**src/rtl/clk_period_meter.sv**
```systemverilog
// clk_period_meter
// ----------------
// Health monitor for a slow clock or periodic signal. It measures the
// signal against the 27 MHz system clock. Each full period between two
// detected rising edges of clk_in_i produces:
//   - the period length,
//   - the number of cycles the signal was high within that period,
//   - a tolerance flag against the nominal period.
// A loss-of-clock flag rises when no edge arrives within TIMEOUT cycles.
//
// Ports:
//   clk27m_i        system clock, 27 MHz
//   rst_i           synchronous reset, active-high
//   clk_in_i        measured signal, asynchronous to clk27m_i
//   period_o        last measured period, in clk27m_i cycles
//   high_time_o     clk27m_i cycles clk_in_i was high within that period
//   period_valid_o  one-cycle pulse when period_o/high_time_o update
//   freq_ok_o       last period within EXPECTED +/- TOL and no timeout
//   timeout_o       no rising edge seen for TIMEOUT cycles
//   state_o         measurement FSM state (0 = IDLE, 1 = MEASURE)
//
// Handshake: period_valid_o is a single-cycle strobe with no back-pressure.
// While it is high, period_o, high_time_o and freq_ok_o already hold the
// new measurement; they then hold it until the next strobe.

module clk_period_meter #(
    parameter int CNT_W    = 16,
    parameter int EXPECTED = 54,
    parameter int TOL      = 1,
    parameter int TIMEOUT  = 4096
) (
    input  logic             clk27m_i,
    input  logic             rst_i,
    input  logic             clk_in_i,
    output logic [CNT_W-1:0] period_o,
    output logic [CNT_W-1:0] high_time_o,
    output logic             period_valid_o,
    output logic             freq_ok_o,
    output logic             timeout_o,
    output logic             state_o
);

    typedef enum logic {
        IDLE    = 1'b0,
        MEASURE = 1'b1
    } state_e;

    localparam logic [CNT_W-1:0] TIMEOUT_C  = CNT_W'(TIMEOUT);
    localparam logic [CNT_W-1:0] TIMEOUT_M1 = CNT_W'(TIMEOUT - 1);
    localparam logic [CNT_W:0]   EXP_C      = (CNT_W + 1)'(EXPECTED);
    localparam logic [CNT_W:0]   TOL_C      = (CNT_W + 1)'(TOL);

    // Synchronizer (sync1/sync2) plus one extra stage for edge detection.
    logic sync1_q, sync2_q, sync3_q;
    logic rise;

    logic [CNT_W-1:0] cnt_q, cnt_d;
    logic [CNT_W-1:0] hcnt_q, hcnt_d;

    state_e           state_q, state_d;
    logic [CNT_W-1:0] period_q, period_d;
    logic [CNT_W-1:0] high_q, high_d;
    logic             valid_q, valid_d;
    logic             freq_ok_q, freq_ok_d;
    logic             timeout_q, timeout_d;

    logic             hit_limit;
    logic [CNT_W:0]   period_next;
    logic [CNT_W:0]   period_diff;
    logic             in_tol;

    always_ff @(posedge clk27m_i) begin
        if (rst_i) begin
            sync1_q <= 1'b0;
            sync2_q <= 1'b0;
            sync3_q <= 1'b0;
        end else begin
            sync1_q <= clk_in_i;
            sync2_q <= sync1_q;
            sync3_q <= sync2_q;
        end
    end

    assign rise = sync2_q & ~sync3_q;

    // cnt holds the cycles elapsed since the last rise (or reset), minus one.
    // It saturates at TIMEOUT, so the loss-of-clock threshold is crossed
    // only once per silent stretch.
    always_comb begin
        cnt_d  = cnt_q;
        hcnt_d = hcnt_q;
        if (rise) begin
            cnt_d  = '0;
            hcnt_d = '0;
        end else begin
            if (cnt_q != TIMEOUT_C) begin
                cnt_d = cnt_q + CNT_W'(1);
            end
            if (sync3_q && (hcnt_q != TIMEOUT_C)) begin
                hcnt_d = hcnt_q + CNT_W'(1);
            end
        end
    end

    assign hit_limit = (cnt_q == TIMEOUT_M1);

    // The rise cycle itself is part of the period, hence the +1. The
    // difference is taken one bit wider so it cannot wrap.
    assign period_next = {1'b0, cnt_q} + (CNT_W + 1)'(1);
    assign period_diff = (period_next >= EXP_C) ? (period_next - EXP_C)
                                                : (EXP_C - period_next);
    assign in_tol      = (period_diff <= TOL_C);

    always_comb begin
        state_d   = state_q;
        period_d  = period_q;
        high_d    = high_q;
        valid_d   = 1'b0;
        freq_ok_d = freq_ok_q;
        timeout_d = timeout_q;
        case (state_q)
            IDLE: begin
                // The first edge only arms the measurement.
                if (rise) begin
                    state_d = MEASURE;
                end else if (hit_limit) begin
                    // No edge at all since reset.
                    timeout_d = 1'b1;
                    freq_ok_d = 1'b0;
                end
            end
            MEASURE: begin
                // A rise on the threshold cycle wins over the timeout.
                if (rise) begin
                    period_d  = period_next[CNT_W-1:0];
                    // sync3 is always low on the rise cycle, so hcnt
                    // already covers every high cycle of the period.
                    high_d    = hcnt_q;
                    valid_d   = 1'b1;
                    freq_ok_d = in_tol;
                    timeout_d = 1'b0;
                end else if (hit_limit) begin
                    timeout_d = 1'b1;
                    freq_ok_d = 1'b0;
                    state_d   = IDLE;
                end
            end
            default: begin
                state_d = IDLE;
            end
        endcase
    end

    always_ff @(posedge clk27m_i) begin
        if (rst_i) begin
            cnt_q     <= '0;
            hcnt_q    <= '0;
            state_q   <= IDLE;
            period_q  <= '0;
            high_q    <= '0;
            valid_q   <= 1'b0;
            freq_ok_q <= 1'b0;
            timeout_q <= 1'b0;
        end else begin
            cnt_q     <= cnt_d;
            hcnt_q    <= hcnt_d;
            state_q   <= state_d;
            period_q  <= period_d;
            high_q    <= high_d;
            valid_q   <= valid_d;
            freq_ok_q <= freq_ok_d;
            timeout_q <= timeout_d;
        end
    end

    assign period_o       = period_q;
    assign high_time_o    = high_q;
    assign period_valid_o = valid_q;
    assign freq_ok_o      = freq_ok_q;
    assign timeout_o      = timeout_q;
    assign state_o        = (state_q == MEASURE);

endmodule

```
**config.mk**
```make
export PLATFORM = sky130hd
export DESIGN_NAME = clk_period_meter
export DESIGN_NICKNAME = d
export VERILOG_FILES = /design/src/rtl/clk_period_meter.sv
export SDC_FILE = /design/constraint.sdc
export NUM_CORES = 1
export LEC_CHECK = 0
export BUFFER_PORTS_ARGS = -buffer_cell sky130_fd_sc_hd__buf_2
export CORE_UTILIZATION = 35
export DETAILED_ROUTE_END_ITERATION = 10
export PLACE_DENSITY = 0.59
export SKIP_LAST_GASP = 1
export SLEW_MARGIN = 20
export SYNTH_ARGS = -nofsm -noshare
export SYNTH_HDL_FRONTEND = slang
export SYNTH_SLANG_ARGS = --single-unit
```
**constraint.sdc**
```tcl
create_clock -name clk27m_i -period 6.57 [get_ports clk27m_i]
set_clock_uncertainty 0.15 [all_clocks]
set_input_delay 1.314 -clock clk27m_i [delete_from_list [all_inputs] [get_ports clk27m_i]]
set_output_delay 1.314 -clock clk27m_i [all_outputs]
set_load 0.05 [all_outputs]
```
**After elaboration in Yosys (flattened, before gate mapping)**

Cells that the tools add are included.
Widths: inputs -> output; s select.

- Add/sub/neg operators: 5
- $lt $le $gt $ge: 2
- Equal/unequal tests: 4
- Multiplexer cells: 13
- Bitwise logic cells: 3
- Reduce and logical (&&, ||, !) cells: 4

Operator list:

| cell | number |
|---|---|
| $add 16x1->16 const B | 2 |
| $ne 16x13->1 const B | 2 |
| $add 16x1->17 const B | 1 |
| $ge 17x6->1 const B | 1 |
| $le 17x1->1 const B | 1 |
| $mux 17 | 1 |
| $sub 17x6->17 const B | 1 |
| $sub 6x17->17 const A | 1 |
| $eq 16x12->1 const B | 1 |
| $mux 1 | 9 |
| $pmux 1 s2 | 3 |
| $reduce_or 2->1 | 2 |
| $ne 2x2->1 const B | 1 |
| $not 1->1 | 2 |
| $reduce_and 2->1 | 1 |
| $and 1x1->1 | 1 |
| $logic_and 1x1->1 | 1 |

- Flip-flop bits (word level): 71
- Output and inout port bits: 36
- Logic and storage cells: 42

**Longest topological paths before layout**

Gate-level depths: netlist of the first run.

- Depth after elaboration: 6
- Gate-level depth with buffers: 12
- Depth with buffers taken out: 12

**Worst setup path before layout of the first run**

No wires, ideal clock.

- Kind: register to register
- Start point: register cnt_q[0]
- End point: register freq_ok_q, in the netlist freq_ok_o
- Library setup time: 0.121 ns
- Arrival: 2.297 ns
- Setup slack: 4.001 ns
- Stages on the path, launching flop included: 12
- Buffers on the path: 0
- Clock period less this slack: 2.569 ns
- Cell sequence: dfxtp_1 ha_1 xnor2_1 inv_1 ha_1 inv_1 a211oi_2 a211o_1 nor3_1 a211oi_1 o22ai_1 o31ai_1

- Word-level cells in the longest chain between the ends: 6
- Elaborated cells on any way between the ends: 11
- Classes of those cells: add/sub (3); order compare (2); eq/ne (1); mux (5)

Ends and longest elaborated chain:

| item | line | text |
|---|---|---|
| from (decl) | 57 | `logic [CNT_W-1:0] cnt_q, cnt_d;` |
| from (signal assigned) | 165 | `cnt_q <= cnt_d;` |
| $add 16x1->17 (*) | 109 | `assign period_next = {1'b0, cnt_q} + (CNT_W + 1)'(1);` |
| named net period_next[2] | 68 | `logic [CNT_W:0] period_next;` |
| $sub 6x17->17 (tied with other cells) | 111 | `: (EXP_C - period_next);` |
| $mux 17 (*) | 110 | `assign period_diff = (period_next >= EXP_C) ? (period_next - EXP_C)` |
| $le 17x1->1 (*) | 112 | `assign in_tol = (period_diff <= TOL_C);` |
| $mux 1 (*) | 134 | `if (rise) begin` |
| $pmux 1 s2 (*) | 121 | `case (state_q)` |
| to (signal assigned) | 171 | `freq_ok_q <= freq_ok_d;` |
| to (decl) | 64 | `logic freq_ok_q, freq_ok_d;` |

Mark *: on every way through the listed nets, which the timed path passes. The rest lies on a longest branch. The select of a mux whose other input is x is not followed.
A chain may end at the register's enable or synchronous reset.

**Final worst setup path of the first run**

Ends and elaborated chain as after synthesis.

==> metrics.yaml, run 1 <==
dr.pass1.iters: 4
numCtsBuffers: 9
gp_congestion: 0.815
groute.usage.overall_pct: 15.7
synth_most_common_cell: "dfxtp_1"
slew-limit-headroom_pct: 50.9
die_h_um: 98.4
ctsHoldBuffers: 0
grt_max_degree: 26
port_buffers: 38
syn_inst: 363
design.core.area_um2: 8850
cap_violations: 0
crit_type: "reg -> reg"
final_area_um2: 3710
syn_avg_cell_area_um2: 8.95
async_flop_share_pct: 0
clock-sinks: 71
setup_viol: 0
irDropWorstVdd_mv: 0.104
status: "finished clean"
hold_depth: 1
synth_edf_count: 0
synth_area_leader_cell: "dfxtp_1"
synth_cell_types: 49
initial_core_util_pct: 36.7
min_from: "sync1_q"
r2r-start: "cnt_q[0]"
drv_slew: 0
synthFlopType: "dfxtp_1"
cts_resized: 0
layout_min_cycle_time_ps: 3030
p_leak_nw: 1.52
clock_latency_ps: 350
worstPathArrival_ps: 3140
worstPathMaxFanout: 8
synth-seq-cells: 71
clock_path_buffers: 2
crit_buf_inv: 2
tightest_slew_ps: 730
cts_tree: "yes"
nets: 408
power_density_nw_per_um2: 221
drive_gt1_share_pct: 18.0
finalCritPeriodShare_pct: 46.1
drt.antenna.violating_nets: 0
core.rowCount: 34
min_to: "sync2_q"
netlist_area_um2: 3250
post_cts_buffers: 0
synth_top_area_share_pct: 43.7
reg2reg_slack_ps: 3540
syn-num-nets: 375
cp_cell_sequence: "inv_1 > ha_1 > ha_1 > inv_1 > a211oi_2 > a211o_1 > nor3_1 > a211oi_1 > o22ai_1 > o31ai_1"
hold_viol_final: 0
clk_pin_slew_ps: 80
power_mw: 0.818
cp.required_ps: 6690
worst_path_max_delay_cell: "dfxtp_1"
grt-ovfl-total: 0
yosysSeqAreaShare_pct: 43.7
vias_per_cell: 5.22
reg2regPathDepth: 10
io_pins: 39
cts.htree.levels: 3
synthTopCellsByArea: "dfxtp_1 44%, nor2_1 5.2%, xor2_1 4.9%"
n_antenna_cell: 0
dp.cells: 493
via_count: 2658
critPathLaunchType: "flop"
r2r-end: "freq_ok_o"
fmax_mhz: 330
drtIter0Drc: 119
antenna_found_initial: 0
dieArea_um2: 9670
grt_pass1_wl_mm: 12.0
endpoint_kind: "flop"
drc: 0
cpPeakStageDelay_ps: 540
clockRootBuffer: "clkbuf_8"
hp-class: "reg -> reg"
totalWireLength_mm: 7.20
yosysWarningCount: 0
place_hpwl_mm: 5.25
rsz0062_at_grt: "false"
synthToLayoutAreaGrowth_pct: 14.1
wl_per_cell_um: 14.1
fin_tns_setup_ps: 0
path_delay_family: "compound AO/OA/AOI/OAI gates"
synth_common_cells: "71 x dfxtp_1, 45 x nor2_1, 38 x nand2_1"
final_cells: 509
die_w_um: 98.4
placed_cell_area_um2: 3510
grt_pass1_vias: 2505
## where the power goes
group          switching, mW  leakage (nW)  total (mW)  internal [mW]
sequential           0.00431         0.573       0.437          0.433
clock                  0.169        0.0956       0.345          0.176
combinational         0.0241         0.853      0.0361         0.0119
## worst max path at each step
| stage | startpoint | to | slack, ps | depth (start not counted) |
|---|---|---|---|---|
| global route | cnt_q[0] | freq_ok_o | 3330 | 12 |
| global placement | cnt_q[0] | freq_ok_o | 3660 | 11 |
| CTS | cnt_q[0] | freq_ok_o | 3610 | 12 |
| floorplan | cnt_q[0] | freq_ok_o | 4000 | 11 |
| finish | cnt_q[0] | freq_ok_o | 3540 | 10 |
| detailed placement | rst_i | freq_ok_o | 3650 | 5 |
## registers in the layout (all words and copies together) (netlist names)
| signal | cells |
|---|---|
| cnt_q | 16 |
| freq_ok_o | 1 |
| hcnt_q | 16 |
| high_time_o | 16 |
| period_o | 16 |
| period_valid_o | 1 |
| state_o | 1 |
| sync1_q | 1 |
| sync2_q | 1 |
| sync3_q | 1 |
| timeout_o | 1 |
## metrics by stage
stage / setup slack, ps / hold slack, ps / util [%]
after floorplan: 4000 / 264 / -
after global placement: 3660 / 294 / 39.7
after detailed placement: 3650 / 295 / 39.7
after CTS: 3610 / 306 / 41.9
after global routing: 3330 / 317 / 41.9
final: 3540 / 302 / 41.9
## per-layer routing
metal / track usage [%] / up-vias / routed length, um / share of wire [%]
li1: - / 1314 / - / -
met2: 26.1 / 46 / 3460 / 48
met3: 3.94 / 13 / 281 / 3.9
met5: 0 / - / 0 / 0
met1: 19.2 / 1285 / 3320 / 46
met4: 7.12 / 0 / 139 / 1.9
## cells in the final DEF (no fill, tap or decap), types with 6 or more instances in the layout
master    netlist  layout
o21ai_0        23      23
inv_1           8       8
buf_2           5      38
clkbuf_8        0       9
nand4_1         7       7
dfxtp_1        71      71
xor2_1         18      18
xnor2_1        17      17
nand2_1        38      38
nor2b_1         6       6
a22o_1         15      15
nor3_1          9       9
nor2_1         45      45
nand3_1        14      14
ha_1            9       9
## final cells by class
class	count	area [um2]
Inverter	9	33.8
Timing Repair Buffer	39	198
Multi-Input combinational cell	266	1720
Fill cell	915	5140
Tap cell	108	135
Sequential cell	71	1420
Clock buffer	9	124
Clock inverter	7	72.6
## logic make-up (layout without fill, tap and decap cells)
kind of cell             after synthesis  after routing  synth area share (%)
AO/OA/AOI/OAI                         64             64                  13.6
XOR/XNOR                              37             37                  10.4
adder cells (fa/ha/maj)                9              9                  3.47
buffers and inverters                 26             64                  3.31
flip-flops                            71             71                  43.7
multiplexers                           4              4                  1.23
AND/OR/NAND/NOR                      152            152                  24.2
No activity file was read; power rests on OpenSTA's default activity.
==> inputs of run 2 (changes only) <==
--- a/config.mk
+++ b/config.mk
@@ -5,10 +5,11 @@
 export SDC_FILE = /design/constraint.sdc
 export NUM_CORES = 1
 export LEC_CHECK = 0
+export ABC_AREA = 1
 export BUFFER_PORTS_ARGS = -buffer_cell sky130_fd_sc_hd__buf_2
 export CORE_UTILIZATION = 35
 export DETAILED_ROUTE_END_ITERATION = 10
-export PLACE_DENSITY = 0.59
+export PLACE_DENSITY = 0.58
 export SKIP_LAST_GASP = 1
 export SLEW_MARGIN = 20
 export SYNTH_ARGS = -nofsm -noshare
==> constraint.sdc (replaced) <==
create_clock -name clk27m_i -period 2.97 [get_ports clk27m_i]
set_clock_uncertainty 0.15 [all_clocks]
set_input_delay 0.594 -clock clk27m_i [delete_from_list [all_inputs] [get_ports clk27m_i]]
set_output_delay 0.594 -clock clk27m_i [all_outputs]
set_load 0.05 [all_outputs]
==> run 2 against run 1 <==
Setup slack got worse by 3300 ps. Cell area rose by 26%. Sequential power rose by 120%. Area after synthesis rose by 23%. Final cell count rose by 52%. Combinational power rose to 3.0 times the previous value. First-iteration DRC count rose by 59%. Core utilization rose by 0.76 points. Hold slack got worse by 44 ps. Flip-flop and latch count did not move. Critical path type unchanged.
==> metrics.yaml, run 2 <==
grt_max_degree: 25
r2r-start: "cnt_q[0]"
slew-limit-headroom_pct: 62.1
setup_viol: 0
tightest_slew_ps: 568
vias_per_cell: 4.99
totalWireLength_mm: 10.5
synth_common_cells: "119 x nand2_1, 73 x inv_1, 72 x nor2_1"
dieArea_um2: 11900
p_switching_mw: 0.513
cts.htree.levels: 3
die_w_um: 109
synthToLayoutAreaGrowth_pct: 16.8
fin_ws_ps: 286
synth_most_common_cell: "nand2_1"
fmax_mhz: 373
hold_viol_final: 0
wl_per_cell_um: 13.5
busiest_layer: "met2"
dr.pass1.iters: 4
endpoint_kind: "flop"
design.core.area_um2: 11000
io_pins: 39
synth_area_leader_cell: "dfxtp_1"
syn_inst: 586
synthFlopType: "dfxtp_1"
clock_path_buffers: 2
cp.required_ps: 3090
yosysSeqAreaShare_pct: 35.4
status: "finished clean"
power_density_nw_per_um2: 448
internal_power_mw: 1.58
hp-class: "reg -> reg"
synth_cell_types: 32
reg2regPathDepth: 18
sw_frac_of_total_pct: 24.4
drv_slew: 0
syn_avg_cell_area_um2: 6.85
final_cells: 774
numCtsBuffers: 9
clockRootBuffer: "clkbuf_16"
r2r-end: "freq_ok_o"
grt_use_met1_pct: 26.3
grt-ovfl-total: 0
final_cell_mix: "118 x nand2_1, 72 x inv_1, 71 x nor2_1, 69 x dfxtp_1, 66 x nand3_1"
synth_top_area_share_pct: 35.4
gp_congestion: 0.862
ctsHoldBuffers: 0
cp-endpoint: "freq_ok_o"
grtUsageMet2_pct: 28.7
drtIter0Drc: 189
p_clk_share_pct: 48.7
port_buffers: 38
crit_type: "reg -> reg"
irDropWorstVdd_mv: 0.309
drive_gt1_share_pct: 18.0
critPathLaunch: "cnt_q[0]"
nets: 641
cts_tree: "yes"
async_flop_share_pct: 0
fin_tns_setup_ps: 0
use_met3_pct: 2.87
fin_util_pct: 42.7
yosysWarningCount: 0
reg2reg_slack_ps: 290
finalCritPeriodShare_pct: 90.4
layout_min_cycle_time_ps: 2680
groute.usage.overall_pct: 18.8
syn-num-nets: 598
drt.antenna.violating_nets: 0
n_antenna_cell: 0
die_h_um: 109
layout_commonest_cell: "nand2_1"
grt_pass1_vias: 3493
drc: 0
dp.cells: 756
p_comb_share_pct: 5.1
via_count: 3863
netlist_area_um2: 4010
worstPathMaxFanout: 8
p_leak_nw: 2.20
synth-seq-cells: 71
seqPwrFrac_pct: 46.2
dp_slack_ps: 98.3
clk_pin_slew_ps: 60
synth_edf_count: 0
antenna_found_initial: 0
critPathLaunchType: "flop"
rsz0062_at_grt: "false"
clock-sinks: 71
place_hpwl_mm: 8.00
grt_pass1_wl_mm: 17.1
worstPathArrival_ps: 2800
synthTopCellsByArea: "dfxtp_1 35%, nand2_1 11%, nand3_1 8.2%"
clock_latency_ps: 330
initial_core_util_pct: 36.5
core.rowCount: 38
cap_violations: 0
[run 2: timing repair]
| item | in CTS | in global routing |
|---|---|---|
| endpoints found under the hold margin | 0 | 0 |
| buffers inserted | 0 | 2 |
| resized for setup | 0 | 8 |
| endpoints found under the setup margin | 0 | 1 |
[run 2: routing by layer]
metal  wire [um]  share of wire (%)
met5           0                  0
met4         182                1.7
met3         283                2.7
met2        4610                 44
met1        5400                 52
[run 2: logic make-up (layout without fill, tap and decap cells)]
logic type      count (synthesis)  count (layout)  synth area share, %
simple gates                  329             329                 41.1
buf+inv                        89             137                 8.42
compound gates                 84              84                 11.4
flops                          71              71                 35.4
fa+ha+maj                       9               9                 2.81
xor+xnor                        4               4                0.873
[run 2: area by class of cell]
type | count | area [um2]
timing repair buffer | 46 | 250
clock inverter | 6 | 45.0
multi-input combinational | 426 | 2270
fill | 1102 | 6300
sequential | 71 | 1420
clock buffer | 10 | 239
inverter | 75 | 282
tap | 140 | 175
[run 2: per-stage QoR]
| step | instance area, um2 | hold WS, ps | power [mW] |
|---|---|---|---|
| after floorplan | 4010 | 238 | 1.06 |
| after detailed placement | 4370 | 251 | 1.09 |
| after global placement | 4370 | 253 | 1.09 |
| after global routing | 4690 | 276 | 2.17 |
| after CTS | 4650 | 261 | 2.11 |
| final | 4690 | 258 | 2.10 |
[run 2: worst min-delay path by stage]
stage,from,end,slack [ps],cells past startpoint
after floorplan,sync1_q,sync2_q,240,2
after global placement,sync1_q,sync2_q,250,2
after detailed placement,sync1_q,sync2_q,250,2
after CTS,sync1_q,sync2_q,260,2
after global routing,sync1_q,sync2_q,280,2
final,sync1_q,sync2_q,260,2
[run 2: power groups by stage]
stage / registers (mW) / clock network [mW] / logic [mW]
2_1_floorplan: 0.996 / 0 / 0.0607
3_3_place_gp: 0.988 / 0 / 0.0985
3_5_place_dp: 0.989 / 0 / 0.102
4_1_cts: 0.968 / 1.04 / 0.102
5_1_grt: 0.970 / 1.08 / 0.120
6_report: 0.970 / 1.02 / 0.107
[run 2: worst max-delay path, stage by stage, from the launching register on]
cell      delay [ps]
dfxtp_2          390
ha_4             170
nand2_2           70
nand2_1          150
inv_2             80
ha_1             230
inv_1             60
nand3_1           90
nand2_1          170
o21ai_4          100
nor2_8           140
nand2_4           80
nor2_8           120
nand2_4          100
o21ai_1           90
nand2_1           60
nor2_1           110
nand3_1          110
o21bai_2         130
==> inputs of run 3 (changes only) <==
--- a/config.mk
+++ b/config.mk
@@ -5,11 +5,10 @@
 export SDC_FILE = /design/constraint.sdc
 export NUM_CORES = 1
 export LEC_CHECK = 0
-export ABC_AREA = 1
 export BUFFER_PORTS_ARGS = -buffer_cell sky130_fd_sc_hd__buf_2
 export CORE_UTILIZATION = 35
 export DETAILED_ROUTE_END_ITERATION = 10
-export PLACE_DENSITY = 0.58
+export PLACE_DENSITY = 0.59
 export SKIP_LAST_GASP = 1
 export SLEW_MARGIN = 20
 export SYNTH_ARGS = -nofsm -noshare
==> run 3 against run 2 <==
Flip-flop and latch count unchanged. Maximum frequency decreased by 3.0%. Core utilization increased by 0.42 points. Routed wire length decreased by 29%. Total power decreased by 8.9%. Via count decreased by 31%. Sequential share of layout area increased by 6.9 points. Clock power decreased by 16%. Critical path type unchanged. Hold slack improved by 48 ps.
==> metrics.yaml, run 3 (synthesized netlist as in run 1, its figures left out) <==
hp-class: "reg -> reg"
clk_pin_slew_ps: 80
sw_frac_of_total_pct: 22.5
cp.required_ps: 3080
numCtsBuffers: 9
grt_pass1_wl_mm: 12.6
die_h_um: 98.4
p_clk_share_pct: 44.9
cap_violations: 0
p_comb_share_pct: 4.6
gp_congestion: 0.879
n_antenna_cell: 0
crit_type: "reg -> reg"
io_pins: 39
path_delay_family: "simple AND/OR/NAND/NOR gates"
dieArea_um2: 9670
p_leak_nw: 1.58
power_mw: 1.91
rsz0062_at_grt: "false"
internal_power_mw: 1.48
worstPathMaxFanout: 6
drtIter0Drc: 149
cpPeakStageDelay_ps: 440
groute.usage.overall_pct: 16.5
irDropWorstVdd_mv: 0.274
p_switching_mw: 0.430
grt_max_degree: 23
cp_cell_sequence: "ha_2 > nand4_2 > nor3_1 > xnor2_1 > and3_4 > a311oi_2 > a211oi_1 > o22ai_1 > o31ai_1"
fin_util_pct: 43.1
finalCritPeriodShare_pct: 93.2
grt-ovfl-total: 0
fin_tns_setup_ps: 0
initial_core_util_pct: 36.7
final_cell_mix: "71 x dfxtp_1, 45 x nor2_1, 38 x nand2_1, 38 x buf_2, 23 x o21ai_0"
design.core.area_um2: 8850
core.rowCount: 34
grt_pass1_vias: 2643
power_density_nw_per_um2: 501
layout_commonest_cell: "dfxtp_1"
drc: 0
setup_viol: 0
clockRootBuffer: "clkbuf_8"
status: "finished clean"
drive_gt1_share_pct: 20.5
antenna_found_initial: 0
post_cts_buffers: 0
clock-sinks: 71
cts.htree.levels: 3
via_count: 2667
totalWireLength_mm: 7.44
cts_tree: "yes"
seqPwrFrac_pct: 50.6
drv_slew: 0
crit_buf_inv: 0
die_w_um: 98.4
worst_path_max_delay_cell: "dfxtp_1"
hold_viol_final: 0
slew-limit-headroom_pct: 63.3
vias_per_cell: 5.15
critPathLaunchType: "flop"
worstPathArrival_ps: 2880
synthToLayoutAreaGrowth_pct: 17.4
endpoint_kind: "flop"
nets: 417
port_buffers: 38
layout_min_cycle_time_ps: 2770
hold_ws_ps: 306
clock_latency_ps: 340
fmax_mhz: 361
dr.pass1.iters: 4
tightest_slew_ps: 548
drt.antenna.violating_nets: 0
place_hpwl_mm: 5.43
wl_per_cell_um: 14.4
clock_path_buffers: 2
-- run 3: worst reg2reg max path, stage by stage (launching register included) --
cell      delay [ps]
dfxtp_1          440
ha_2             280
nand4_2          200
nor3_1           350
xnor2_1          280
and3_4           280
a311oi_2         110
a211oi_1         240
o22ai_1          110
o31ai_1          250
-- run 3: path summary, 6_finish.rpt --
check | startpoint | endpoint | slack (ps) | cells after the start
worst max-delay path | cnt_q[0] | freq_ok_o | 200 | 9
worst min-delay path | period_o[6] | period_o[6] | 310 | 2
worst max register to register | cnt_q[0] | freq_ok_o | 200 | 9
worst min register to register | period_o[6] | period_o[6] | 310 | 2
-- run 3: layer usage --
metal / track usage (%) / vias up / share of wire [%]
met5: 0 / - / 0
met4: 8.50 / 0 / 2.4
met3: 3.08 / 15 / 4.3
met2: 28.1 / 60 / 50
met1: 19.9 / 1255 / 44
li1: - / 1337 / -
-- run 3: power by group through the flow --
stage / Combinational, mW / Clock (mW) / Sequential [mW]
after global placement: 0.0850 / 0 / 0.988
final: 0.0873 / 0.858 / 0.966
after detailed placement: 0.0848 / 0 / 0.988
after floorplan: 0.0565 / 0 / 0.991
after global routing: 0.0960 / 0.917 / 0.968
after CTS: 0.0855 / 0.874 / 0.966
-- run 3: repair_timing --
action,in CTS,in global routing
endpoints found under the setup margin,0,1
gates resized for setup,0,3
hold buffers,0,0
-- run 3: area by class of cell --
class                      count  area [um2]
clock buffer                  10         138
clock inverter                 6        83.8
fill                         904        5030
inverter                       9        33.8
multi-input combinational    266        1740
sequential                    71        1420
tap                          108         135
timing repair buffer          48         265
-- run 3: metrics by stage --
stage / setup slack (ps) / std cells / cell area (um2)
4_1_cts: 104 / 518 / 3800
5_1_grt: 15.5 / 518 / 3810
3_5_place_dp: 179 / 502 / 3580
3_3_place_gp: 290 / 502 / 3580
6_report: 203 / 518 / 3810
2_1_floorplan: 401 / 363 / 3250
